==> src/rtl/slot_pkg.sv <==
// Shared types and constants for the slot-machine spin controller.
// Holds the FSM state enum, reel width, payout table and credit ceiling.
package slot_pkg;

    typedef enum logic [2:0] {
        IDLE,
        SPIN_ALL,
        SPIN_23,
        SPIN_3,
        EVAL
    } state_t;

    localparam int REEL_W     = 3;
    localparam int CNT_W      = 16;
    localparam int PAY_TRIPLE = 10;
    localparam int PAY_PAIR   = 2;
    localparam int CREDIT_MAX = 255;

    function automatic logic [7:0] payout_of(
        input logic [REEL_W-1:0] a,
        input logic [REEL_W-1:0] b,
        input logic [REEL_W-1:0] c
    );
        logic [7:0] p;
        p = 8'd0;
        if (a == b && b == c) begin
            p = PAY_TRIPLE[7:0];
        end else if (a == b || b == c || a == c) begin
            p = PAY_PAIR[7:0];
        end
        return p;
    endfunction

endpackage

==> src/rtl/reel_stepper.sv <==
// One reel: a 3-bit symbol that advances by a fixed increment when enabled.
// Wraps modulo 8 naturally through the 3-bit adder.
module reel_stepper
    import slot_pkg::*;
(
    input  logic              clk,
    input  logic              rst,
    input  logic              en,
    input  logic [REEL_W-1:0] inc,
    output logic [REEL_W-1:0] sym
);

    always_ff @(posedge clk) begin
        if (rst) begin
            sym <= '0;
        end else if (en) begin
            sym <= sym + inc;
        end
    end

endmodule

==> src/rtl/spin_controller.sv <==
// Slot-machine round controller: accepts a spin, animates three staggered
// reels on tick, then pays out into a saturating credit balance.
module spin_controller
    import slot_pkg::*;
#(
    parameter int SPIN_TICKS    = 20,
    parameter int STAGGER_TICKS = 10,
    parameter int INIT_CREDITS  = 10
) (
    input  logic              clk,
    input  logic              rst,
    input  logic              spin,
    input  logic              tick,
    output logic [REEL_W-1:0] reel0,
    output logic [REEL_W-1:0] reel1,
    output logic [REEL_W-1:0] reel2,
    output logic [7:0]        credits,
    output logic              busy,
    output logic              win,
    output logic [7:0]        payout
);

    localparam logic [CNT_W-1:0] SPIN_LAST = CNT_W'(SPIN_TICKS - 1);
    localparam logic [CNT_W-1:0] STAG_LAST = CNT_W'(STAGGER_TICKS - 1);

    state_t           state;
    state_t           state_n;
    logic [CNT_W-1:0] cnt;
    logic [CNT_W-1:0] cnt_n;
    logic             spin_q;
    logic             accept;
    logic             en0;
    logic             en1;
    logic             en2;
    logic [7:0]       pay;
    logic [8:0]       sum;

    always_ff @(posedge clk) begin
        if (rst) begin
            state <= IDLE;
        end else begin
            state <= state_n;
        end
    end

    always_comb begin
        state_n = state;
        cnt_n   = cnt;
        accept  = 1'b0;
        en0     = 1'b0;
        en1     = 1'b0;
        en2     = 1'b0;
        unique case (state)
            IDLE: begin
                if (spin && !spin_q && credits != 8'd0) begin
                    accept  = 1'b1;
                    state_n = SPIN_ALL;
                    cnt_n   = '0;
                end
            end
            SPIN_ALL: begin
                if (tick) begin
                    en0 = 1'b1;
                    en1 = 1'b1;
                    en2 = 1'b1;
                    if (cnt == SPIN_LAST) begin
                        state_n = SPIN_23;
                        cnt_n   = '0;
                    end else begin
                        cnt_n = cnt + 1'b1;
                    end
                end
            end
            SPIN_23: begin
                if (tick) begin
                    en1 = 1'b1;
                    en2 = 1'b1;
                    if (cnt == STAG_LAST) begin
                        state_n = SPIN_3;
                        cnt_n   = '0;
                    end else begin
                        cnt_n = cnt + 1'b1;
                    end
                end
            end
            SPIN_3: begin
                if (tick) begin
                    en2 = 1'b1;
                    if (cnt == STAG_LAST) begin
                        state_n = EVAL;
                        cnt_n   = '0;
                    end else begin
                        cnt_n = cnt + 1'b1;
                    end
                end
            end
            EVAL: begin
                state_n = IDLE;
            end
            default: begin
                state_n = IDLE;
                cnt_n   = '0;
            end
        endcase
    end

    assign pay  = payout_of(reel0, reel1, reel2);
    assign sum  = {1'b0, credits} + {1'b0, pay};
    assign busy = (state != IDLE);

    always_ff @(posedge clk) begin
        if (rst) begin
            cnt     <= '0;
            spin_q  <= spin;
            credits <= 8'(INIT_CREDITS);
            payout  <= 8'd0;
            win     <= 1'b0;
        end else begin
            cnt    <= cnt_n;
            spin_q <= spin;
            win    <= 1'b0;
            if (accept) begin
                credits <= credits - 8'd1;
                payout  <= 8'd0;
            end
            // Carry out of the 9-bit sum means the balance passed 255.
            if (state == EVAL) begin
                payout  <= pay;
                win     <= (pay != 8'd0);
                credits <= sum[8] ? CREDIT_MAX[7:0] : sum[7:0];
            end
        end
    end

    reel_stepper u_reel0 (
        .clk (clk),
        .rst (rst),
        .en  (en0),
        .inc (3'd1),
        .sym (reel0)
    );

    reel_stepper u_reel1 (
        .clk (clk),
        .rst (rst),
        .en  (en1),
        .inc (3'd3),
        .sym (reel1)
    );

    reel_stepper u_reel2 (
        .clk (clk),
        .rst (rst),
        .en  (en2),
        .inc (3'd5),
        .sym (reel2)
    );

endmodule

==> config.mk <==
export PLATFORM = sky130hd
export DESIGN_NAME = spin_controller
export DESIGN_NICKNAME = d
export VERILOG_FILES = /design/src/rtl/slot_pkg.sv /design/src/rtl/reel_stepper.sv /design/src/rtl/spin_controller.sv
export SDC_FILE = /design/constraint.sdc
export NUM_CORES = 1
export LEC_CHECK = 0
export BUFFER_PORTS_ARGS = -buffer_cell sky130_fd_sc_hd__buf_2
export CAP_MARGIN = 20
export CORE_ASPECT_RATIO = 0.75
export CORE_MARGIN = 4
export CORE_UTILIZATION = 55
export CTS_BUF_LIST = sky130_fd_sc_hd__clkbuf_8
export DETAILED_ROUTE_END_ITERATION = 8
export GPL_TIMING_DRIVEN = 1
export PLACE_DENSITY = 0.8
export SYNTH_ARGS = -nofsm -noshare
export SYNTH_HDL_FRONTEND = slang
export SYNTH_HIERARCHICAL = 1
export SYNTH_SLANG_ARGS = --single-unit
==> constraint.sdc <==
create_clock -name clk -period 2.55 [get_ports clk]
set_input_delay 0.6375 -clock clk [delete_from_list [all_inputs] [get_ports clk]]
set_output_delay 0.6375 -clock clk [all_outputs]
set_load 0.1 [all_outputs]
* Word level (Yosys, flattened, before mapping)
Index checks and enable logic that the tools add are counted.
** Word-level totals
- Output and inout port bits :: 27
- Logic and storage cells :: 77
- Bits of input ports :: 4
- Flip-flop bits (word level) :: 46
** Operators by class
- Bitwise gates (word level) :: 1
- $add $sub $neg :: 6
- Equal/unequal tests :: 17
- Reductions and logical operators :: 17
- Mux-type cells :: 27
** Operator list (count)
- $mux W16 :: 5
- $pmux W16 S4 :: 1
- $mux W8 :: 5
- $mux W3 :: 7
- $add A16 B1 Y16 const B :: 1
- $eq A16 B4 Y1 const B :: 1
- $eq A16 B5 Y1 const B :: 1
- $reduce_bool A8 Y1 :: 2
- $ne A2 B2 Y1 const B :: 7
- $pmux W3 S4 :: 1
- $add A8 B8 Y9 :: 1
- $eq A3 B3 Y1 :: 3
- $sub A8 B1 Y8 const B :: 1
- $reduce_and A7 Y1 :: 1
- $eq A3 B2 Y1 const B :: 2
- $mux W1 :: 6
- $reduce_or A2 Y1 :: 3
- $mux W4 :: 1
- $reduce_and A4 Y1 :: 1
- $add A3 B1 Y3 const B :: 1
- $add A3 B2 Y3 const B :: 1
- $add A3 B3 Y3 const B :: 1
- $eq A3 B1 Y1 const B :: 1
- $eq A3 B3 Y1 const B :: 1
- other kinds (10) :: 13

* Depth between registers and ports, before layout
- Depth after elaboration :: 8
- Depth in mapped cells :: 11
- Gate-level depth less buffers :: 11

* Hierarchy
Netlist, hierarchy kept.
** By module, submodules not included
- spin_controller :: area an instance 2011.9 µm², cells an instance 246, sequential area each 620.6 µm², times used 1
- reel_stepper :: area an instance 152.6 µm², cells an instance 14, sequential area each 60.1 µm², times used 3

* Worst setup path before layout
OpenSTA, ideal clock, no wires.
- Path type :: reg2reg
- From :: reg u_reel2.sym[1]
- To :: reg credits[7]
- Library setup time :: 0.132 ns
- Stages on the path, launching flop included :: 12
- Required time :: 2.418 ns
- Arrival time :: 2.561 ns
- Period minus slack after synthesis :: 2.692 ns
- Buffers on the path :: 0
- Slack :: -0.142 ns
- Cell sequence :: dfxtp_1 xnor2_1 nand3_1 and3_1 inv_1 ha_1 ha_1 a21o_1 nand3_1 o21ai_0 and4_1 nor3_1
** On the way
- Word-level cells in the longest chain between the ends :: 8
- Elaborated cells on any way between the ends :: 10
- Those cells by class :: 1 x add/sub; 2 x eq/ne; 4 x mux; 3 x reduce/logical
** Ends and longest elaborated chain
- start, declared :: RTL line reel_stepper.sv:10 : output logic [REEL_W-1:0] sym
- start signal, assigned :: RTL line reel_stepper.sv:17 : sym <= sym + inc;
- $eq A3 B3 Y1 :: RTL line slot_pkg.sv:26, slot_pkg.sv:28
- $logic_or A1 B1 Y1 (2 in a row) :: RTL line slot_pkg.sv:28 : end else if (a == b || b == c || a == c) begin
- $mux W2 :: RTL line slot_pkg.sv:28
- $mux W4 (*) :: RTL line slot_pkg.sv:26 : if (a == b && b == c) begin
- $add A8 B8 Y9 (*) :: RTL line spin_controller.sv:108 : assign sum = {1'b0, credits} + {1'b0, pay};
- $mux W8 (*) :: RTL line spin_controller.sv:130 : credits <= sum[8] ? CREDIT_MAX[7:0] : sum[7:0];
- $mux W8 (*) :: RTL line spin_controller.sv:127 : if (state == EVAL) begin
- end signal, assigned :: RTL line spin_controller.sv:115 : credits <= 8'(INIT_CREDITS);
- end signal, assigned :: RTL line spin_controller.sv:123 : credits <= credits - 8'd1;
- end signal, assigned :: RTL line spin_controller.sv:130
- end, declared :: RTL line spin_controller.sv:17 : output logic [7:0] credits,
Mark *: on every way between the ends. The rest lies on a longest branch, timed or not.
A chain may end at the register's enable or synchronous reset.

* Worst setup path in the final report
- From :: reg u_reel0.sym[1]
- To :: reg credits[7]
** On the way
- Word-level cells in the longest chain between the ends :: 8
- Elaborated cells on any way between the ends :: 10
- Those cells by class :: 1 x add/sub; 2 x eq/ne; 4 x mux; 3 x reduce/logical
** Ends and longest elaborated chain (RTL line)
- start, declared :: reel_stepper.sv:10
- start signal, assigned :: reel_stepper.sv:17
- $eq A3 B3 Y1 :: slot_pkg.sv:26, slot_pkg.sv:28
- $logic_or A1 B1 Y1 (2 in a row) :: slot_pkg.sv:28
- $mux W2 :: slot_pkg.sv:28
- $mux W4 (*) :: slot_pkg.sv:26
- $add A8 B8 Y9 (*) :: spin_controller.sv:108
- $mux W8 (*) :: spin_controller.sv:130
- $mux W8 (*) :: spin_controller.sv:127
Marks and branches as above.

==> metrics.md <==
| Metric | Value |
|---|---|
| Drt pass-1 iters | `4` |
| Final count of pins violating max slew | `0` |
| RSZ-0062 raised after global routing | `false` |
| Final setup fails | `0` |
| Number of synthesized flops with an enable pin | `0` |
| Inserted Clock Buffers | `5` |
| DP HPWL | `approximately 4000 µm` |
| Capturing point of the worst reg2reg path | `credits[7]` |
| Fin crit share | `86.6%` |
| Adder-cell share of the synthesized area | `about 7.5%` |
| Final Skew | `roughly 0.0060 ns` |
| Fin crit period | `about 2.2 ns` |
| Worst-Skew Late Latency | `between 0.2 and 0.3 ns` |
| Chip width | `85.4 µm` |
| Post-CTS Repair Setup Buffers | `0` |
| CTS tree | `built` |
| Outcome | `finished, final reports clean` |
| Syn avg cell area | `between 8 and 9 µm²` |
| Initial drt markers | `132` |
| Ys Warns | `6` |
| Peak Freq | `453 MHz` |
| Pwr Density | `946 nW/µm²` |
| Hold Fails Final Rpt | `0` |
| Number of fill cells in the layout | `338` |
| GP Congestion | `about 0.90` |
| Die height | `~66 µm` |
| Max VDD drop | `about 0.00062 V` |
| Final nets | `approximately 340` |
| Design Power | `between 2000 and 3000 µW` |
| Cell row count | `20` |
| CTS root buf | `clkbuf_8` |
| Worst Hold Class | `in -> reg` |
| Post-synthesis sequential area ratio | `32.4%` |
| CTS sink count | `40` |
| Slew @ Worst Pin | `between 0.6 and 0.7 ns` |
| Hold Crit Start | `spin` |
| Starting Density | `about three fifths` |
| DR WL/cell | `14.9 µm` |
| Remaining antenna violation count | `0` |
| Fraction of layout cells with a size suffix above 1 | `roughly a fifth` |
| Hold Path Sink | `spin_q` |
| Cells after Synth | `~290` |
| IO Pins | `31` |
| Slew HR | `between 50% and 60%` |
| Worst R2R Path Depth | `9` |
| Compound-Gate Fraction of Synth Area | `between 10% and 20%` |
| Top FF cell, synth | `dfxtp_1` |
| Leading cell type in the layout, fill and taps excluded | `nor2_1` |
| Largest net degree at the start of global routing | `27` |
| Clock-pin slew on the worst setup and hold paths | `0.08 ns` |
| Worst hold path depth | `1` |
| Maxcap violations | `0` |
| First-pass GRT wire length | `9930 µm` |
| Post-synth ARST share | `0%` |
| Worst-path maximum fanout | `5` |
| Multiplexer area fraction after synthesis | `~2.4%` |
| Initial antenna violation count | `0` |
| Synthesized flop and latch total | `40` |
| Mapped Area | `approximately 2500 µm²` |
| CTS resizes | `0` |
| Worst setup SP type | `register` |
| Number of global-route vias before repair | `around 2100` |
| IO buf count | `24` |
| GR Util All Layers | `between 20% and 30%` |
| Core area | `4180 µm²` |
| XOR/XNOR Fraction of Synth Area | `roughly a tenth` |
| DR vias/cell | `approximately 5.8` |
| Remaining Overflow, GRT | `0` |
| WP data arrival | `~2.4 ns` |
| Main combinational cell family by area after synthesis | `simple AND/OR/NAND/NOR gates` |
| DR vias | `about 2200` |
| Final setup TNS | `0 ns` |
| WS Path Type | `reg -> reg` |
| Crit end category | `register` |
| H-tree depth | `2` |
| Area growth syn-to-layout | `14.3%` |
| Antenna diodes | `0` |
| R2R Setup Slk | `about 0.34 ns` |
| Worst hold slack | `about 0.46 ns` |
| Critical Path RT | `~2.7 ns` |
| Clock Tree Buf Depth | `2` |
| Most frequent cells in the layout | `34 x nor2_1, 25 x dfxtp_1, 24 x buf_2, 19 x nand2_1` |
| Routed wire length | `between 5000 and 6000 µm` |
| R2r startpoint | `u_reel0/sym[1]` |
| Hold Buf Count CTS | `0` |
| Synth cell types | `57` |
| Leakage | `0.00115 µW` |
| Die area | `5640 µm²` |
| DRC Markers | `0` |
| Synth Area in Simple Gates | `between 20% and 30%` |
cells in the mapped netlist, types with 2 or more instances:
master | number | area (µm²)
nand3b_1 | 2 | 15.0
a31o_1 | 3 | 26.3
nor3_1 | 5 | 25.0
buf_4 | 6 | 45.0
o2111ai_1 | 6 | 52.6
fa_1 | 3 | 60.1
a311oi_1 | 2 | 17.5
clkbuf_1 | 7 | 26.3
or3_1 | 2 | 12.5
nand3_1 | 11 | 55.1
o31ai_1 | 2 | 15.0
a31oi_1 | 2 | 12.5
xor2_1 | 14 | 123
nand4_1 | 2 | 12.5
o22ai_1 | 3 | 18.8
mux2i_1 | 6 | 60.1
conb_1 | 2 | 7.51
nor3b_1 | 2 | 15.0
nand2_1 | 19 | 71.3
inv_1 | 6 | 22.5
a31o_2 | 2 | 17.5
nor4_1 | 5 | 31.3
xnor2_1 | 14 | 123
ha_1 | 10 | 125
dfxtp_1 | 40 | 801
o211ai_1 | 6 | 45.0
o21ai_0 | 9 | 45.0
and3_1 | 6 | 37.5
and2_1 | 7 | 43.8
and4_1 | 6 | 52.6
a21oi_1 | 15 | 75.1
nand2b_1 | 5 | 31.3
nor2_1 | 34 | 128
kinds of logic (layout without fill, tap and decap cells):
logic type | Yosys count | in the layout
AOI/OAI and AO/OA | 64 | 64
xor gates and xnor gates | 28 | 28
adders and majority gates | 13 | 13
buffers and inverters | 23 | 47
DFF | 40 | 40
muxes | 6 | 6
other | 2 | 15
and+or+nand+nor | 112 | 112
worst max-delay path: stages (launching register included):
cell     delay, ns
dfxtp_2       0.40
xnor2_1       0.15
nand3_1       0.12
nor2_1        0.22
ha_1          0.32
a31o_2        0.28
and4_1        0.22
nand2_1       0.13
and4_1        0.20
nor3_1        0.04
registers in the layout (all words and copies together), names as in the netlist:
| signal | cells |
|---|---|
| spin_q | 1 |
| payout | 2 |
| state | 3 |
| credits | 8 |
| cnt | 16 |
| win | 1 |
| u_reel2/sym | 3 |
| u_reel1/sym | 3 |
| u_reel0/sym | 3 |
where the power goes:
part	internal (µW)	switching (µW)	total, µW
clock	345	224	570
sequential	697	89.0	786
combinational	395	920	1320
total	1440	1230	2670
area by class of cell:
cell class | instances | area, µm² | area share, %
Inverter | 6 | 22.5 | 0.798
Sequential cell | 40 | 820 | 29.0
Clock buffer | 7 | 96.3 | 3.41
Timing Repair Buffer | 33 | 188 | 6.65
Multi-Input combinational cell | 238 | 1600 | 56.6
Tap cell | 55 | 68.8 | 2.44
Clock inverter | 1 | 30.0 | 1.06
how the worst max path moves through the flow:
| stage | start | end | slack, ns | cells after the start |
|---|---|---|---|---|
| 2_1_floorplan | credits[2] | cnt[12] | 0.003 | 5 |
| 3_3_place_gp | spin | credits[5] | 0.12 | 6 |
| 3_5_place_dp | spin | credits[5] | 0.11 | 6 |
| 4_1_cts | u_reel0/sym[1] | credits[7] | 0.34 | 9 |
| 5_1_grt | u_reel2/sym[0] | credits[7] | 0.16 | 11 |
| 6_report | u_reel0/sym[1] | credits[7] | 0.34 | 9 |
per-layer routing:
metal,GRT usage [%],share of wire [%],wire (µm),vias up
met5,0,0,0,-
met4,3.75,0.58,33,0
met2,34.8,45,2540,63
met1,30.1,48,2720,1033
met3,5.73,6.4,361,4
li1,-,-,-,1104
per-stage QoR:
step,setup WS (ns),util (%),instances,cell area (µm²)
after floorplan,0.00273,-,301,2540
after global placement,0.124,64.6,372,2700
after detailed placement,0.105,64.6,372,2700
after CTS,0.343,67.6,380,2820
after global routing,0.161,67.6,380,2820
final,0.343,67.6,380,2820
Note: power is estimated with default switching activity, not from simulation.
